==> src/rtl/addsub_arbiter_if.sv <==
// Request, shared-datapath and response signals of addsub_arbiter.
// slave is the arbiter side; master is the requester/datapath/consumer side.
interface addsub_arbiter_if #(
  parameter int WIDTH = 7
);
  logic             req0_valid;
  logic             req0_ready;
  logic [WIDTH-1:0] req0_a;
  logic [WIDTH-1:0] req0_b;
  logic             req0_sub;

  logic             req1_valid;
  logic             req1_ready;
  logic [WIDTH-1:0] req1_a;
  logic [WIDTH-1:0] req1_b;
  logic             req1_sub;

  logic [WIDTH-1:0] add_a;
  logic [WIDTH-1:0] add_b;
  logic             add_sub;
  logic [WIDTH-1:0] add_sum;

  logic             rsp_valid;
  logic             rsp_ready;
  logic             rsp_id;
  logic [WIDTH-1:0] rsp_sum;
  logic             rsp_ovf;

  modport slave (
    input  req0_valid, req0_a, req0_b, req0_sub,
    input  req1_valid, req1_a, req1_b, req1_sub,
    input  add_sum, rsp_ready,
    output req0_ready, req1_ready,
    output add_a, add_b, add_sub,
    output rsp_valid, rsp_id, rsp_sum, rsp_ovf
  );

  modport master (
    output req0_valid, req0_a, req0_b, req0_sub,
    output req1_valid, req1_a, req1_b, req1_sub,
    output add_sum, rsp_ready,
    input  req0_ready, req1_ready,
    input  add_a, add_b, add_sub,
    input  rsp_valid, rsp_id, rsp_sum, rsp_ovf
  );
endinterface

==> src/rtl/addsub_arbiter.sv <==
// Round-robin arbiter sharing one external add/sub datapath between two requesters.
// Optional: define ADDSUB_OVF_DETECT_EN to register two's-complement overflow in rsp_ovf.
module addsub_arbiter #(
  parameter int WIDTH = 7
) (
  input  logic              clk,
  input  logic              reset,
  addsub_arbiter_if.slave   bus
);

  typedef enum logic [1:0] {
    IDLE = 2'd0,
    EXEC = 2'd1,
    RESP = 2'd2
  } state_t;

  state_t           state_q;
  state_t           state_d;

  logic             last_q;
  logic [WIDTH-1:0] a_q;
  logic [WIDTH-1:0] b_q;
  logic             sub_q;
  logic             id_q;

  logic [WIDTH-1:0] sum_q;
  logic             rid_q;

  logic             grant_v;
  logic             grant_id;

  // Pick a winner in IDLE; on contention the requester not served last wins.
  always_comb begin
    grant_v  = 1'b0;
    grant_id = 1'b0;
    if (state_q == IDLE) begin
      unique case ({bus.req1_valid, bus.req0_valid})
        2'b01: begin
          grant_v  = 1'b1;
          grant_id = 1'b0;
        end
        2'b10: begin
          grant_v  = 1'b1;
          grant_id = 1'b1;
        end
        2'b11: begin
          grant_v  = 1'b1;
          grant_id = ~last_q;
        end
        default: begin
          grant_v  = 1'b0;
          grant_id = 1'b0;
        end
      endcase
    end
  end

  assign bus.req0_ready = grant_v & ~grant_id;
  assign bus.req1_ready = grant_v & grant_id;

  // Next-state: accept -> one execute cycle -> hold result until taken.
  always_comb begin
    state_d = state_q;
    unique case (state_q)
      IDLE:    if (grant_v) state_d = EXEC;
      EXEC:    state_d = RESP;
      RESP:    if (bus.rsp_ready) state_d = IDLE;
      default: state_d = IDLE;
    endcase
  end

  // State register.
  always_ff @(posedge clk or posedge reset) begin
    if (reset) state_q <= IDLE;
    else       state_q <= state_d;
  end

  // Capture the winning request; these registers feed the datapath in every state.
  always_ff @(posedge clk or posedge reset) begin
    if (reset) begin
      a_q    <= '0;
      b_q    <= '0;
      sub_q  <= 1'b0;
      id_q   <= 1'b0;
      last_q <= 1'b1;
    end else if (grant_v) begin
      a_q    <= grant_id ? bus.req1_a   : bus.req0_a;
      b_q    <= grant_id ? bus.req1_b   : bus.req0_b;
      sub_q  <= grant_id ? bus.req1_sub : bus.req0_sub;
      id_q   <= grant_id;
      last_q <= grant_id;
    end
  end

  assign bus.add_a   = a_q;
  assign bus.add_b   = b_q;
  assign bus.add_sub = sub_q;

  // Register the datapath result at the end of the execute cycle.
  always_ff @(posedge clk or posedge reset) begin
    if (reset) begin
      sum_q <= '0;
      rid_q <= 1'b0;
    end else if (state_q == EXEC) begin
      sum_q <= bus.add_sum;
      rid_q <= id_q;
    end
  end

  assign bus.rsp_valid = (state_q == RESP);
  assign bus.rsp_sum   = sum_q;
  assign bus.rsp_id    = rid_q;

`ifdef ADDSUB_OVF_DETECT_EN
  logic ovf_d;
  logic ovf_q;

  // Overflow: operand signs that can overflow, and a result sign differing from a.
  always_comb begin
    ovf_d = 1'b0;
    if (sub_q)
      ovf_d = (a_q[WIDTH-1] != b_q[WIDTH-1]) &&
              (bus.add_sum[WIDTH-1] != a_q[WIDTH-1]);
    else
      ovf_d = (a_q[WIDTH-1] == b_q[WIDTH-1]) &&
              (bus.add_sum[WIDTH-1] != a_q[WIDTH-1]);
  end

  // Overflow flag is registered alongside the sum.
  always_ff @(posedge clk or posedge reset) begin
    if (reset)                 ovf_q <= 1'b0;
    else if (state_q == EXEC)  ovf_q <= ovf_d;
  end

  assign bus.rsp_ovf = ovf_q;
`else
  assign bus.rsp_ovf = 1'b0;
`endif

endmodule

==> src/flat_wrapper.sv <==
// flat-port wrapper written by rule: the top's interface ports become plain ports
module addsub_arbiter_flat 
#(
  parameter int WIDTH = 7
)
  (clk, reset, bus_req0_valid, bus_req0_a, bus_req0_b, bus_req0_sub, bus_req1_valid, bus_req1_a, bus_req1_b, bus_req1_sub, bus_add_sum, bus_rsp_ready, bus_req0_ready, bus_req1_ready, bus_add_a, bus_add_b, bus_add_sub, bus_rsp_valid, bus_rsp_id, bus_rsp_sum, bus_rsp_ovf);
  addsub_arbiter_if #(.WIDTH(WIDTH)) bus_i ();
  input  logic clk;
  input  logic reset;
  input wire logic [$bits(bus_i.req0_valid)-1:0] bus_req0_valid;
  input wire logic [$bits(bus_i.req0_a)-1:0] bus_req0_a;
  input wire logic [$bits(bus_i.req0_b)-1:0] bus_req0_b;
  input wire logic [$bits(bus_i.req0_sub)-1:0] bus_req0_sub;
  input wire logic [$bits(bus_i.req1_valid)-1:0] bus_req1_valid;
  input wire logic [$bits(bus_i.req1_a)-1:0] bus_req1_a;
  input wire logic [$bits(bus_i.req1_b)-1:0] bus_req1_b;
  input wire logic [$bits(bus_i.req1_sub)-1:0] bus_req1_sub;
  input wire logic [$bits(bus_i.add_sum)-1:0] bus_add_sum;
  input wire logic [$bits(bus_i.rsp_ready)-1:0] bus_rsp_ready;
  output wire logic [$bits(bus_i.req0_ready)-1:0] bus_req0_ready;
  output wire logic [$bits(bus_i.req1_ready)-1:0] bus_req1_ready;
  output wire logic [$bits(bus_i.add_a)-1:0] bus_add_a;
  output wire logic [$bits(bus_i.add_b)-1:0] bus_add_b;
  output wire logic [$bits(bus_i.add_sub)-1:0] bus_add_sub;
  output wire logic [$bits(bus_i.rsp_valid)-1:0] bus_rsp_valid;
  output wire logic [$bits(bus_i.rsp_id)-1:0] bus_rsp_id;
  output wire logic [$bits(bus_i.rsp_sum)-1:0] bus_rsp_sum;
  output wire logic [$bits(bus_i.rsp_ovf)-1:0] bus_rsp_ovf;
  assign bus_i.req0_valid = bus_req0_valid;
  assign bus_i.req0_a = bus_req0_a;
  assign bus_i.req0_b = bus_req0_b;
  assign bus_i.req0_sub = bus_req0_sub;
  assign bus_i.req1_valid = bus_req1_valid;
  assign bus_i.req1_a = bus_req1_a;
  assign bus_i.req1_b = bus_req1_b;
  assign bus_i.req1_sub = bus_req1_sub;
  assign bus_i.add_sum = bus_add_sum;
  assign bus_i.rsp_ready = bus_rsp_ready;
  assign bus_req0_ready = bus_i.req0_ready;
  assign bus_req1_ready = bus_i.req1_ready;
  assign bus_add_a = bus_i.add_a;
  assign bus_add_b = bus_i.add_b;
  assign bus_add_sub = bus_i.add_sub;
  assign bus_rsp_valid = bus_i.rsp_valid;
  assign bus_rsp_id = bus_i.rsp_id;
  assign bus_rsp_sum = bus_i.rsp_sum;
  assign bus_rsp_ovf = bus_i.rsp_ovf;
  addsub_arbiter #(.WIDTH(WIDTH)) u_core (.clk(clk), .reset(reset), .bus(bus_i));
endmodule
==> config.mk <==
export PLATFORM = sky130hd
export DESIGN_NAME = addsub_arbiter_flat
export DESIGN_NICKNAME = d
export VERILOG_FILES = /design/src/rtl/addsub_arbiter_if.sv /design/src/rtl/addsub_arbiter.sv /design/src/flat_wrapper.sv
export SDC_FILE = /design/constraint.sdc
export NUM_CORES = 1
export LEC_CHECK = 0
export BUFFER_PORTS_ARGS = -buffer_cell sky130_fd_sc_hd__buf_2
export CAP_MARGIN = 10
export CORE_MARGIN = 5
export CORE_UTILIZATION = 47
export CTS_CLUSTER_DIAMETER = 120
export DETAILED_ROUTE_END_ITERATION = 10
export PLACE_DENSITY = 0.84
export SLEW_MARGIN = 10
export SYNTH_ARGS = -nofsm -noshare
export SYNTH_HDL_FRONTEND = slang
export SYNTH_SLANG_ARGS = --single-unit
==> constraint.sdc <==
create_clock -name clk -period 2.26 [get_ports clk]
set_input_delay 0.565 -clock clk [delete_from_list [all_inputs] [get_ports clk]]
set_output_delay 0.565 -clock clk [all_outputs]
set_load 0.02 [all_outputs]
# Word level (Yosys, flattened, before mapping)
# Index checks and enable logic that the tools add are counted.
op_classes:
  addsub: 0
  multipliers: 0
  div: 0
  magnitude_cmp: 0
  eq_ne: 7
  n_shift: 0
  mux: 10
  bitwise_logic: 4
  n_reduce_logical: 3
op_table:
  columns: ["op", "count"]
  rows:
  - ["two-way mux 7 bit", 2]
  - ["== test 2 bit (second input constant)", 3]
  - ["one-hot mux 2 bit (3 select lines)", 1]
  - ["== test 2 x 1 -> 1 bit (second input constant)", 2]
  - ["two-way mux 1 bit", 4]
  - ["two-way mux 2 bit", 2]
  - ["OR reduction 3 bit", 1]
  - ["bitwise AND 1 bit", 2]
  - ["zero test 2 bit", 1]
  - ["inequality test 2 x 1 -> 1 bit (second input constant)", 1]
  - ["inequality test 2 bit (second input constant)", 1]
  - ["NOT 1 bit", 2]
  - ["one-hot mux 1 bit (2 select lines)", 1]
  - ["AND reduction 2 bit", 1]
word_totals:
  reg_bits: 27
  latch_bits: 0
  mem_bits_rw: 0
  mem_bits_ro: 0
  in_bits: 42
  output_inout_bits: 27
  word_cells: 32
  n_memories: 0

# Longest topological paths before layout
# Gate-level depths: netlist (run 1).
depth:
  depth_word: 6
  depth_mapped: 5

# Worst setup path before layout (run 1)
# Ideal clock, no wire load.
synth_timing:
  path_type: "input to output"
  from: "input port bus_req0_valid"
  to: "output port bus_req1_ready"
  t_arrival_ns: 1.101
  required_ns: 1.695
  setup_slack_ns: 0.594
  path_stages: 4
  cell_sequence: "nand2_1 > nand3_2 > buf_2 > inv_1"
synth_via:
  elab_chain_len: 5
  word_cells_on_any_way: 9
synth_rtl:
  columns: ["element", "line", "rtl"]
  rows:
  - ["start: declaration", "flat_wrapper.sv:10", "input wire logic [$bits(bus_i.req0_valid)-1:0] bus_req0_valid;"]
  - ["== test 2 x 1 -> 1 bit or == test 2 bit (tied branches)", "addsub_arbiter.sv:37", "unique case ({bus.req1_valid, bus.req0_valid})"]
  - ["OR reduction 3 bit (no line)", null, null]
  - ["two-way mux 1 bit", "addsub_arbiter.sv:37", null]
  - ["two-way mux 1 bit", "addsub_arbiter.sv:36", "if (state_q == IDLE) begin"]
  - ["bitwise AND 1 bit (*)", "addsub_arbiter.sv:59", "assign bus.req1_ready = grant_v & grant_id;"]
  - ["end: declaration", "flat_wrapper.sv:21", "output wire logic [$bits(bus_i.req1_ready)-1:0] bus_req1_ready;"]
# Every way passes the cells marked *; elsewhere a longest branch is shown, timed or not.

# Worst setup path in the final report (run 1)
layout_timing:
  from: "register u_core.last_q"
  to: "output port bus_req0_ready"
layout_via:
  elab_chain_len: 5
layout_rtl:
  columns: ["element", "line", "rtl"]
  rows:
  - ["start: declaration", "addsub_arbiter.sv:20", "logic last_q;"]
  - ["start signal: assignment", "addsub_arbiter.sv:91", "last_q <= grant_id;"]
  - ["NOT 1 bit", "addsub_arbiter.sv:48", "grant_id = ~last_q;"]
  - ["one-hot mux 1 bit (2 select lines)", "addsub_arbiter.sv:37", null]
  - ["two-way mux 1 bit", "addsub_arbiter.sv:36", null]
  - ["NOT 1 bit", "addsub_arbiter.sv:58", "assign bus.req0_ready = grant_v & ~grant_id;"]
  - ["bitwise AND 1 bit", "addsub_arbiter.sv:58", null]
  - ["end: declaration", "flat_wrapper.sv:20", "output wire logic [$bits(bus_i.req0_ready)-1:0] bus_req0_ready;"]
# Every way passes these cells.

==> results of run 1 <==
-- power breakdown --
part           total [mW]  switching (mW)  internal [mW]
combinational        1.11           0.680          0.434
clock               0.208           0.139         0.0690
sequential          0.849           0.121          0.728
-- metrics by stage --
step | setup slack, ns | instance area [um2] | utilization, % | hold WS [ns] | total power, mW
after global placement | 0.637 | 1600 | 63.9 | 0.465 | 1.94
after floorplan | 0.594 | 1250 | - | 0.451 | 1.65
after CTS | 0.395 | 1620 | 64.9 | 0.247 | 2.19
after global routing | 0.319 | 1620 | 64.9 | 0.254 | 2.32
after detailed placement | 0.629 | 1600 | 63.9 | 0.487 | 1.99
final | 0.399 | 1620 | 64.9 | 0.236 | 2.17
-- critical path: stages (launching register included) --
cell      delay [ns]
dfstp_2         0.56
nand2b_1        0.11
nand3_2         0.08
inv_1           0.06
buf_2           0.15
-- cell usage in the layout (no fill, tap or decap) --
| cell type | Yosys | final |
|---|---|---|
| nor2_2 | 1 | 1 |
| nand3_2 | 2 | 2 |
| nor2_1 | 2 | 2 |
| inv_1 | 34 | 34 |
| clkbuf_4 | 0 | 3 |
| o221ai_1 | 15 | 15 |
| buf_2 | 3 | 67 |
| nand2_1 | 3 | 3 |
| nand2b_1 | 3 | 3 |
| mux2_2 | 7 | 7 |
| o21ai_0 | 11 | 11 |
| or2_1 | 1 | 1 |
| buf_4 | 1 | 4 |
| dfrtp_1 | 26 | 26 |
| o21ai_1 | 6 | 6 |
| mux2_1 | 1 | 1 |
| conb_1 | 1 | 1 |
| o21ai_2 | 1 | 1 |
| clkbuf_1 | 0 | 1 |
| dfstp_2 | 1 | 1 |
-- worst max path at each step --
stage | startpoint | end | depth (start not counted)
finish | u_core.last_q | bus_req0_ready | 4
global route | u_core.last_q | bus_req0_ready | 4
floorplan | bus_req0_valid | bus_req1_ready | 4
CTS | u_core.last_q | bus_req0_ready | 4
detailed placement | bus_req0_valid | bus_req1_ready | 5
global placement | bus_req1_valid | bus_req0_ready | 5
-- registers in the layout (all words and copies together), names as in the netlist --
name,count
u_core.bus.add_b,7
u_core.bus.add_sub,1
u_core.last_q,1
u_core.state_q,2
u_core.id_q,1
u_core.bus.rsp_id,1
u_core.bus.rsp_sum,7
u_core.bus.add_a,7
-- logic make-up (layout without fill, tap and decap cells) --
logic type	Yosys count	in the layout	synth area share, %
muxes	8	8	7.22
AOI/OAI and AO/OA	33	33	18.1
other	1	1	0.301
buffers and inverters	41	109	14.5
and+or+nand+nor	12	12	5.62
DFF	27	27	54.3
-- layout make-up --
| cell class | instances | area, um2 | area share [%] |
|---|---|---|---|
| Inverter | 34 | 128 | 7.86 |
| Sequential cell | 27 | 677 | 41.7 |
| Timing Repair Buffer | 71 | 365 | 22.5 |
| Clock buffer | 4 | 26.3 | 1.62 |
| Multi-Input combinational cell | 54 | 389 | 24.0 |
| Tap cell | 30 | 37.5 | 2.31 |
-- layer usage --
metal | share of wire (%) | vias to the layer above | global-route usage, %
met2 | 55 | 50 | 29.6
met1 | 37 | 538 | 20.0
li1 | - | 541 | -
met3 | 8.4 | 0 | 3.77
met4 | 0 | 0 | 4.55
met5 | 0 | - | 0
==> flow_metrics.tcl, run 1 <==
set metrics [dict create \
    vias 1129 \
    synth.cell_area_um2 1250 \
    synth_cell_type_count 21 \
    row_count 18 \
    leakagePower_nw 0.940 \
    r2r-start "u_core.state_q[0]" \
    r2r_slack_ns 0.81 \
    fillCellCount 211 \
    fin_skew_ns 0.00225 \
    clock_sinks 27 \
    rsz0062_at_grt "false" \
    ys_ff_latch 27 \
    hold_path.class "in -> async" \
    setup_viol 0 \
    worstPathArrival_ns 1.30 \
    drtIter0Drc 21 \
    yosysMostFrequentCell "inv_1" \
    io_pins 69 \
    cap_violations 0 \
    synth_largest_area_cell "dfrtp_1" \
    start_util_pct 49.9 \
    syn_inst 122 \
    worstMarginPinSlew_ns 0.579 \
    grt_pass1_vias 1151 \
    worst_r2r_path_depth 3 \
    end_kind "output pin" \
    grt_max_degree 19 \
    die_width_um 61.5 \
    hold_viol 0 \
    p_per_area_nw_per_um2 1340 \
    dieArea_um2 3780 \
    yosysTopAreaCellShare_pct 52.2 \
    grt_pass1_wl_um 4800 \
    synth_edf_count 0 \
    period_needed_ns 1.86 \
    cts_tree "built" \
    cp.required_ns 1.69 \
    ant_nets 0 \
    clockBufferDepth 2 \
    gp_congestion 0.753 \
    io_buffers 67 \
    routed_wl_um 3060 \
    grt_usage_pct 16.6 \
    htreeDepth 1 \
    cts-root-buf "clkbuf_4" \
    vdd_ir_drop_max_v 0.000741 \
    ys.flop_type "dfrtp_1" \
    synth_nets 164 \
    reg2reg_to "u_core.bus.add_a[1]" \
    cts_made_buffers 3 \
    cts.hold.buffers_added 0 \
    drc 0 \
    synth_area_leaders "dfrtp_1, o221ai_1, inv_1" \
    startpoint_type "register" \
    final_nets 233 \
    hpwl_um 2440 \
    synth_area_per_cell_um2 10.2 \
    status "finished clean" \
    yosys_warnings 0 \
    antenna_found_initial 0 \
    grt_overflow 0 \
    synth-seq-area-share_pct 54.3 \
    critical_path_class "reg -> out" \
    dpl.cell_count 216 \
    die_h_um 61.5 \
    syn2layout_area_growth_pct 30.1 \
    drive_gt1_share_pct 45.3 \
    synth_commonest_cells "inv_1, dfrtp_1, o221ai_1, o21ai_0, mux2_2" \
    fin_tns_setup_ns 0 \
    fp.coreArea_um2 2500 \
    diodes 0 \
    slew_violations 0 \
    async_reset_ff_share_pct 100 \
    clk_pin_slew_ns 0.14 \
    relSlewSlack_pct 61.4 \
    insertion_delay_ns 0.32 \
    cts_setup_buffers 0 \
    fmax_mhz 537 \
    dr.pass1.iters 6 \
    period_share_pct 82.3 \
    fin_cells 220 \
    wl_per_cell_um 13.9 \
    cp_max_fo 3 \
    cts_resized 0 \
    vias_per_cell 5.13 \
]
Power figures use the tool's default switching activity.
==> run 2: changes to the inputs <==
--- a/config.mk
+++ b/config.mk
@@ -8,10 +8,10 @@
 export BUFFER_PORTS_ARGS = -buffer_cell sky130_fd_sc_hd__buf_2
 export CAP_MARGIN = 10
 export CORE_MARGIN = 5
-export CORE_UTILIZATION = 47
+export CORE_UTILIZATION = 43
 export CTS_CLUSTER_DIAMETER = 120
 export DETAILED_ROUTE_END_ITERATION = 10
-export PLACE_DENSITY = 0.84
+export PLACE_DENSITY = 0.78
 export SLEW_MARGIN = 10
 export SYNTH_ARGS = -nofsm -noshare
 export SYNTH_HDL_FRONTEND = slang
==> constraint.sdc (replaced) <==
create_clock -name clk -period 1.9 [get_ports clk]
set_input_delay 0.475 -clock clk [delete_from_list [all_inputs] [get_ports clk]]
set_output_delay 0.475 -clock clk [all_outputs]
set_load 0.02 [all_outputs]
==> run 2 against run 1 <==
Against the previous run: non-clock buffer count did not move; clock skew increased by 0.0057 ns; worst hold slack lost 0.10 ns; count of clock-buffer cells in the layout decreased by 1; global-route usage is 0.87 points lower; cell count rose by 0.45%; sequential power increased by 19%; design area rose by 1.2%; core utilization fell by 5.3 points; wire length grew 3.7%; sequential cell count unchanged; die area is 7.8% higher; critical path type unchanged; critical endpoint unchanged; highest routed layer unchanged.
==> flow_metrics.tcl, run 2 (synthesis gave the netlist of run 1 again) <==
set metrics [dict create \
    status "finished clean" \
    cap_violations 0 \
    fmax_mhz 559 \
    grt_pass1_wl_um 5340 \
    antenna_found_initial 0 \
    vias_per_cell 5.09 \
    period_needed_ns 1.79 \
    leakagePower_nw 0.944 \
    period_share_pct 94.1 \
    dr.pass1.iters 4 \
    worstMarginPinSlew_ns 0.597 \
    cts_tree "built" \
    hold_viol 0 \
    clock_sinks 27 \
    cp.required_ns 1.42 \
    vdd_ir_drop_max_v 0.000951 \
    fin_tns_setup_ns 0 \
    hpwl_um 2550 \
    worst_slack_ns 0.112 \
    cts.hold.buffers_added 0 \
    setup_viol 0 \
    cts_made_buffers 3 \
    slew_violations 0 \
    wl_per_cell_um 14.3 \
    cts_setup_buffers 0 \
    htreeDepth 1 \
    cp_max_fo 3 \
    fp.coreArea_um2 2760 \
    rsz0062_at_grt "false" \
    insertion_delay_ns 0.32 \
    io_buffers 67 \
    relSlewSlack_pct 60.2 \
    dpl.cell_count 217 \
    worstPathArrival_ns 1.31 \
    reg2reg_to "u_core.bus.add_b[1]" \
    hold_slack_ns 0.136 \
    drive_gt1_share_pct 45.8 \
    final_nets 233 \
    diodes 0 \
    die_h_um 63.9 \
    dpl_worst_slack_ns 0.418 \
    ant_nets 0 \
    post-route-cell-area_um2 1640 \
    drtIter0Drc 42 \
    row_count 19 \
    syn2layout_area_growth_pct 31.7 \
    p_per_area_nw_per_um2 1580 \
    cts-root-buf "clkbuf_4" \
    startpoint_type "register" \
    fin_cells 221 \
    start_util_pct 45.2 \
    mostFrequentLayoutCell "buf_2" \
    r2r-start "u_core.state_q[0]" \
    end_kind "output pin" \
    critical_path_class "reg -> out" \
    grt_pass1_vias 1212 \
    placed_area_um2 1610 \
    clk_pin_slew_ns 0.15 \
    grt_usage_pct 15.7 \
    worst_r2r_path_depth 3 \
    io_pins 69 \
    grt_overflow 0 \
    vias 1124 \
    clockBufferDepth 2 \
    dieArea_um2 4080 \
    final_cell_mix "buf_2, inv_1, dfrtp_1, o221ai_1, o21ai_0" \
    hold_path.class "in -> async" \
    routed_wl_um 3170 \
    grt_max_degree 19 \
    fin_skew_ns 0.00799 \
    die_width_um 63.9 \
    gp_congestion 0.710 \
    drc 0 \
    r2r_slack_ns 0.45 \
    fillCellCount 247 \
]
==> run 2: cell count changes in the layout (fill, tap and decap cells not counted), sizes merged <==
| cell | before | now |
|---|---|---|
| clkbuf | 4 | 3 |
| clkinvlp | 0 | 1 |
==> run 2: metal layers <==
| metal | track usage (%) | part of all wire, % |
|---|---|---|
| met5 | 0 | 0 |
| met4 | 2.34 | 0 |
| met3 | 4.03 | 7.5 |
| met2 | 27.5 | 52 |
| met1 | 19.9 | 40 |
==> run 2: worst max-delay path, cell delays in order, from the launching register on <==
cell	delay [ns]
dfstp_2	0.56
nand2b_1	0.11
nand3_2	0.10
inv_1	0.08
buf_4	0.14
==> run 2: where the power goes <==
group	internal, mW	leakage (nW)	switching, mW
registers	0.866	0.327	0.143
clock network	0.0803	0.0139	0.165
logic	0.522	0.603	0.824
==> run 2: area by class of cell <==
class                   instances  area [um2]  share of cell area (%)
flip-flops and latches         27         677                    41.2
multi-input cells              54         389                    23.7
repair buffers                 71         380                    23.2
inverters                      34         128                    7.77
well taps                      31        38.8                    2.36
clock buffers                   3        22.5                    1.37
clock inverters                 1        7.51                   0.457
==> run 2: worst max-delay path by stage <==
| stage | slack, ns | cells past startpoint | endpoint | start |
|---|---|---|---|---|
| 6_report | 0.11 | 4 | bus_req0_ready | u_core.last_q |
| 5_1_grt | 0.01 | 4 | bus_req0_ready | u_core.last_q |
| 4_1_cts | 0.09 | 4 | bus_req0_ready | u_core.last_q |
| 3_5_place_dp | 0.42 | 5 | bus_req0_ready | bus_req1_valid |
| 3_3_place_gp | 0.44 | 5 | bus_req0_ready | bus_req1_valid |
| 2_1_floorplan | 0.35 | 4 | bus_req0_ready | u_core.last_q |
==> run 2: per-stage QoR <==
step	utilization [%]	power [mW]
2_1_floorplan	-	1.97
3_3_place_gp	58.4	2.32
3_5_place_dp	58.4	2.39
4_1_cts	59.5	2.63
5_1_grt	59.6	2.78
6_report	59.6	2.60
==> run 2: repair_timing <==
item                       CTS  global route
hold endpoints to repair     0             0
setup endpoints to repair    0             1
resized for setup            0             1
